<file path="src/rtl/flag_branch_controller_pkg.sv">
// Shared constants for the NZCV flag sequencer: condition codes, status-register
// bit positions, NZCV nibble layout and controller state encodings.
package flag_branch_controller_pkg;

    localparam logic [3:0] COND_EQ = 4'h0;
    localparam logic [3:0] COND_NE = 4'h1;
    localparam logic [3:0] COND_HS = 4'h2;
    localparam logic [3:0] COND_LO = 4'h3;
    localparam logic [3:0] COND_MI = 4'h4;
    localparam logic [3:0] COND_PL = 4'h5;
    localparam logic [3:0] COND_VS = 4'h6;
    localparam logic [3:0] COND_VC = 4'h7;
    localparam logic [3:0] COND_HI = 4'h8;
    localparam logic [3:0] COND_LS = 4'h9;
    localparam logic [3:0] COND_GE = 4'hA;
    localparam logic [3:0] COND_LT = 4'hB;
    localparam logic [3:0] COND_GT = 4'hC;
    localparam logic [3:0] COND_LE = 4'hD;
    localparam logic [3:0] COND_AL = 4'hE;
    localparam logic [3:0] COND_NV = 4'hF;

    localparam int SREG_N = 31;
    localparam int SREG_Z = 30;
    localparam int SREG_C = 29;
    localparam int SREG_V = 28;

    // Flags travel as a {N,Z,C,V} nibble everywhere inside the block.
    localparam int NZCV_N = 3;
    localparam int NZCV_Z = 2;
    localparam int NZCV_C = 1;
    localparam int NZCV_V = 0;

    typedef enum logic [1:0] {
        ST_IDLE    = 2'd0,
        ST_WAIT    = 2'd1,
        ST_RESOLVE = 2'd2
    } state_t;

endpackage

</file>
<file path="src/rtl/flag_branch_controller_cond_eval.sv">
// Combinational LEGv8 condition evaluator: (cond, NZCV) -> taken.
module flag_branch_controller_cond_eval
    import flag_branch_controller_pkg::*;
(
    input  logic [3:0] cond,
    input  logic [3:0] nzcv,
    output logic       taken
);

    logic n, z, c, v;

    always_comb begin
        n = nzcv[NZCV_N];
        z = nzcv[NZCV_Z];
        c = nzcv[NZCV_C];
        v = nzcv[NZCV_V];
        taken = 1'b1;
        case (cond)
            COND_EQ: taken = z;
            COND_NE: taken = !z;
            COND_HS: taken = c;
            COND_LO: taken = !c;
            COND_MI: taken = n;
            COND_PL: taken = !n;
            COND_VS: taken = v;
            COND_VC: taken = !v;
            COND_HI: taken = c && !z;
            COND_LS: taken = !(c && !z);
            COND_GE: taken = (n == v);
            COND_LT: taken = (n != v);
            COND_GT: taken = !z && (n == v);
            COND_LE: taken = !(!z && (n == v));
            default: taken = 1'b1;
        endcase
    end

endmodule

</file>
<file path="src/rtl/flag_branch_controller.sv">
// NZCV commit pipe plus in-order B.cond resolver. Optional macro FLAG_BYPASS_EN
// resolves every branch the cycle after accept using forwarded flags.
module flag_branch_controller
    import flag_branch_controller_pkg::*;
#(
    parameter int COMMIT_LAT = 2
) (
    input  logic        clk,
    input  logic        reset,
    input  logic        set_valid,
    input  logic        negative_in,
    input  logic        zero_in,
    input  logic        carry_in,
    input  logic        overflow_in,
    input  logic        br_valid,
    input  logic [3:0]  br_cond,
    output logic        br_ready,
    output logic        br_done,
    output logic        br_taken,
    output logic        stall,
    output logic [2:0]  pending_cnt,
    output logic [31:0] sreg
);

    logic [COMMIT_LAT-1:0] pipe_valid;
    logic [3:0]            pipe_nzcv [COMMIT_LAT];
    logic [3:0]            arch_nzcv;
    logic [3:0]            in_nzcv;
    logic [3:0]            eval_nzcv;
    logic [3:0]            cond_q;
    logic [2:0]            wait_cnt;
    logic [2:0]            accept_cnt;
    logic                  commit;
    logic                  accept;
    logic                  cond_taken;
    state_t                state, state_next;

    assign in_nzcv = {negative_in, zero_in, carry_in, overflow_in};
    assign commit  = pipe_valid[COMMIT_LAT-1];
    assign accept  = br_valid && br_ready;

    always_ff @(posedge clk) begin
        if (reset) begin
            pipe_valid <= '0;
            arch_nzcv  <= '0;
            for (int i = 0; i < COMMIT_LAT; i++) pipe_nzcv[i] <= '0;
        end else begin
            pipe_valid[0] <= set_valid;
            pipe_nzcv[0]  <= in_nzcv;
            for (int i = 1; i < COMMIT_LAT; i++) begin
                pipe_valid[i] <= pipe_valid[i-1];
                pipe_nzcv[i]  <= pipe_nzcv[i-1];
            end
            if (commit) arch_nzcv <= pipe_nzcv[COMMIT_LAT-1];
        end
    end

    always_comb begin
        pending_cnt = '0;
        for (int i = 0; i < COMMIT_LAT; i++) pending_cnt = pending_cnt + {2'b0, pipe_valid[i]};
    end

    always_comb begin
        sreg         = '0;
        sreg[SREG_N] = arch_nzcv[NZCV_N];
        sreg[SREG_Z] = arch_nzcv[NZCV_Z];
        sreg[SREG_C] = arch_nzcv[NZCV_C];
        sreg[SREG_V] = arch_nzcv[NZCV_V];
    end

    // Older updates still outstanding after this edge; a stage committing now is already done.
    assign accept_cnt = pending_cnt + {2'b0, set_valid} - {2'b0, commit};

`ifdef FLAG_BYPASS_EN
    logic [3:0] snap_nzcv, snap_q;

    always_comb begin
        snap_nzcv = arch_nzcv;
        for (int i = COMMIT_LAT - 1; i >= 0; i--) begin
            if (pipe_valid[i]) snap_nzcv = pipe_nzcv[i];
        end
        if (set_valid) snap_nzcv = in_nzcv;
    end

    always_ff @(posedge clk) begin
        if (reset)       snap_q <= '0;
        else if (accept) snap_q <= snap_nzcv;
    end

    assign eval_nzcv = snap_q;
`else
    assign eval_nzcv = arch_nzcv;
`endif

    always_ff @(posedge clk) begin
        if (reset) begin
            state    <= ST_IDLE;
            wait_cnt <= '0;
            cond_q   <= '0;
        end else begin
            state <= state_next;
            if (accept) begin
                wait_cnt <= accept_cnt;
                cond_q   <= br_cond;
            end else if (state == ST_WAIT && commit) begin
                wait_cnt <= wait_cnt - 3'd1;
            end
        end
    end

    flag_branch_controller_cond_eval u_cond_eval (
        .cond  (cond_q),
        .nzcv  (eval_nzcv),
        .taken (cond_taken)
    );

    // Outputs are forced quiet while reset is held so a dropped branch never pulses.
    always_comb begin
        state_next = state;
        br_ready   = 1'b0;
        br_done    = 1'b0;
        br_taken   = 1'b0;
        stall      = 1'b0;
        case (state)
            ST_IDLE: begin
                br_ready = !reset;
                if (accept) begin
`ifdef FLAG_BYPASS_EN
                    state_next = ST_RESOLVE;
`else
                    state_next = (accept_cnt == 3'd0) ? ST_RESOLVE : ST_WAIT;
`endif
                end
            end
            ST_WAIT: begin
                stall = !reset;
                if (commit && wait_cnt == 3'd1) state_next = ST_RESOLVE;
            end
            ST_RESOLVE: begin
                br_done    = !reset;
                br_taken   = cond_taken && !reset;
                state_next = ST_IDLE;
            end
            default: state_next = ST_IDLE;
        endcase
    end

endmodule

</file>
<file path="config.mk">
export PLATFORM = sky130hd
export DESIGN_NAME = flag_branch_controller
export DESIGN_NICKNAME = d
export VERILOG_FILES = /design/src/rtl/flag_branch_controller_pkg.sv /design/src/rtl/flag_branch_controller_cond_eval.sv /design/src/rtl/flag_branch_controller.sv
export SDC_FILE = /design/constraint.sdc
export NUM_CORES = 1
export LEC_CHECK = 0
export CAP_MARGIN = 20
export CORE_ASPECT_RATIO = 1.1
export CORE_MARGIN = 10
export CORE_UTILIZATION = 39
export CTS_CLUSTER_DIAMETER = 40
export CTS_CLUSTER_SIZE = 40
export DETAILED_ROUTE_END_ITERATION = 7
export GPL_TIMING_DRIVEN = 0
export HOLD_SLACK_MARGIN = 0.15
export PLACE_DENSITY = 0.75
export SLEW_MARGIN = 10
export SYNTH_ARGS = -nofsm -noshare
export SYNTH_HDL_FRONTEND = slang
export SYNTH_SLANG_ARGS = --single-unit
</file>
<file path="constraint.sdc">
create_clock -name clk -period 1.65 [get_ports clk]
set_input_delay 0.33 -clock clk [delete_from_list [all_inputs] [get_ports clk]]
set_output_delay 0.33 -clock clk [all_outputs]
set_load 0.005 [all_outputs]
</file>
==> impl_metrics.tcl <==
set metrics [dict create \
    dp_hpwl_mm 2.11 \
    drv_cap 0 \
    syn_to_final_growth_pct 40.5 \
    worstSkewPairLatency_ns 0.30 \
    crit_end "br_taken" \
    ant_nets 0 \
    synth_edf_count 0 \
    skew_ns 0.00249 \
    critical_path_class "flop to primary output" \
    ys_top_cells_by_area "dfxtp_1 (35%), buf_4 (17%), ha_1 (4.7%), nor2b_1 (4.7%), mux2i_1 (3.8%)" \
    required_ns 1.32 \
    dp.cells 234 \
    syn_avg_cell_area_um2 8.88 \
    yosys_register_bits 23 \
    gr-total-overflow 0 \
    numCtsBuffers 3 \
    hold_start "reset" \
    coreArea_mm2 0.00330 \
    synth_seq_area_share_pct 34.8 \
    drcViolationCount 0 \
    drt_iter0_drc 55 \
    ios 51 \
    gp_congestion 0.779 \
    postPlaceCellArea_mm2 0.00168 \
    synth_area_mm2 0.00132 \
    yosysMostFrequentCell "buf_4" \
    wl_per_cell_um 11.7 \
    start_util_pct 40.0 \
    finalCritPeriodShare_pct 126 \
    synth-warning-count 0 \
    met2_wirelength_mm 1.55 \
    violations "setup timing" \
    r2r-end "state[1]" \
    die_h_um 81.1 \
    multi_input_area_um2 773 \
    worstPathArrival_ns 1.74 \
    nNetsFinal 224 \
    highest_layer "met4" \
    rrSetupSlack_ns 0.17 \
    r2r-start "pipe_valid[1]" \
    synthDistinctLibCells 39 \
    antenna_found_initial 0 \
    cts_max_path_buffers 2 \
    end_kind "primary output" \
    setup_violations 1 \
    grt_max_degree 14 \
    vias 1067 \
    syn_inst 149 \
    worstSetupStartpointType "flop" \
    final_layout_size_suffix_gt1_share_pct 33.5 \
    nFillCells 319 \
    ir_drop_uv 445 \
    drt-met1-wl_mm 1.11 \
    grt_pass1_wl_mm 4.44 \
    async_reset_ff_share_pct 0 \
    rsz0062_at_grt "yes" \
    gr-usage-all-layers_pct 9.08 \
    vias_per_cell 4.41 \
    ff_latch_area_um2 488 \
    drtPass1Iterations 4 \
    synth_top_area_share_pct 34.8 \
    status "finished with violations" \
    portBuffers 21 \
    n_antenna_cell 0 \
    wl_mm 2.84 \
    cts_num_sinks 23 \
    synth_top_flop_cell "dfxtp_1" \
    power.density_mw_per_mm2 613 \
    stdcell_count 242 \
    clockRootBuffer "clkbuf_4" \
    htree_num_levels 1 \
    slew_violations 0 \
    die_width_um 75.5 \
    leakage_nw 0.898 \
    grt_pass1_vias 985 \
    clk_pin_slew_ns 0.12 \
    finalHoldViolations 0 \
    final_area_mm2 0.00186 \
    dieArea_mm2 0.00612 \
    row_count 22 \
    max_freq_mhz 482 \
    crit_start "cond_q[1]" \
    cp_max_fo 4 \
    wl_met3_um 154 \
    period_needed_ns 2.07 \
    setup_slack_ns -0.423 \
    synthTopCellsByCount "buf_4 (30), dfxtp_1 (23), nand2_1 (12)" \
    yosysTopAreaCell "dfxtp_1" \
    hp-class "input pin to flop" \
    cts_tree "done" \
    rr_worst_depth 6 \
]
## power by group
part | total [mW] | switching (mW) | internal [mW]
registers | 0.610 | 0.0290 | 0.581
logic | 0.275 | 0.116 | 0.160
clock network | 0.253 | 0.162 | 0.0904
total | 1.14 | 0.307 | 0.831
## placed cells by master (no fill, tap or decap), types with 3 or more instances in the layout
cell             count
buf_4               35
conb_1              29
dfxtp_1             13
clkdlybuf4s50_1     13
nand2_1             12
nor2b_1             10
inv_1                8
nor2_1               8
dfxtp_4              6
mux2i_1              5
ha_1                 4
dfxtp_2              4
a21oi_1              3
clkbuf_1             3
nand3b_1             3
clkbuf_4             3
## critical path, stage by stage (launching register included)
cell and delay, ns:
dfxtp_4 0.38, or4b_4 0.53, o41ai_2 0.07, o41ai_2 0.11, a211oi_2 0.20, buf_2 0.15
## state kept, by name, summed over array words and instances, names as in the netlist
| signal | count |
|---|---|
| state | 2 |
| cond_q | 4 |
| wait_cnt | 3 |
| pipe_valid | 2 |
| arch_nzcv | 4 |
| pipe_nzcv | 8 |
## cells by family after synthesis
logic type               share of synthesized area, %
XOR/XNOR                                         2.65
adder cells (fa/ha/maj)                          4.73
AO/OA/AOI/OAI                                    9.56
buffers and inverters                            21.7
AND/OR/NAND/NOR                                  21.7
other                                           0.284
flip-flops                                       34.8
multiplexers                                     4.64
## cell type report
cell class / count / area share, %
Buffer: 33 / 12.6
Clock buffer: 3 / 1.21
Clock inverter: 1 / 0.269
Inverter: 8 / 1.62
Multi-Input combinational cell: 110 / 41.6
Sequential cell: 23 / 26.3
Tap cell: 36 / 2.42
Timing Repair Buffer: 28 / 14.0
## layer usage
layer	up-vias	track usage, %
li1	546	-
met2	29	16.6
met1	490	9.97
met3	2	1.83
met4	0	3.35
met5	-	0
## worst min path at each step
stage	to	depth (start not counted)
3_3_place_gp	pipe_nzcv[1][1]	1
2_1_floorplan	pipe_nzcv[0][3]	1
6_report	pipe_nzcv[0][3]	2
3_5_place_dp	pipe_nzcv[1][0]	1
5_1_grt	pipe_nzcv[0][3]	2
4_1_cts	pipe_nzcv[0][3]	2
## metrics by stage
step	TNS (ns)	util (%)	hold WS [ns]	power [mW]	worst slack [ns]
6_report	-0.423	56.3	0.439	1.14	-0.423
2_1_floorplan	0	-	0.402	0.795	0.0132
4_1_cts	-0.464	53.4	0.390	1.13	-0.464
5_1_grt	-0.509	56.3	0.430	1.21	-0.509
3_5_place_dp	-3.34	50.9	0.424	0.873	-1.01
3_3_place_gp	-3.22	50.9	0.418	0.867	-1.00
## timing repair
action | in CTS | in global routing
setup endpoints to repair | 10 | 8
hold buffers | 0 | 0
resized for setup | 27 | 21
setup buffers | 6 | 1
hold endpoints to repair | 0 | 0
gates cloned | 0 | 0
pin swaps | 5 | 4
Note: power is estimated with default switching activity, not from simulation.
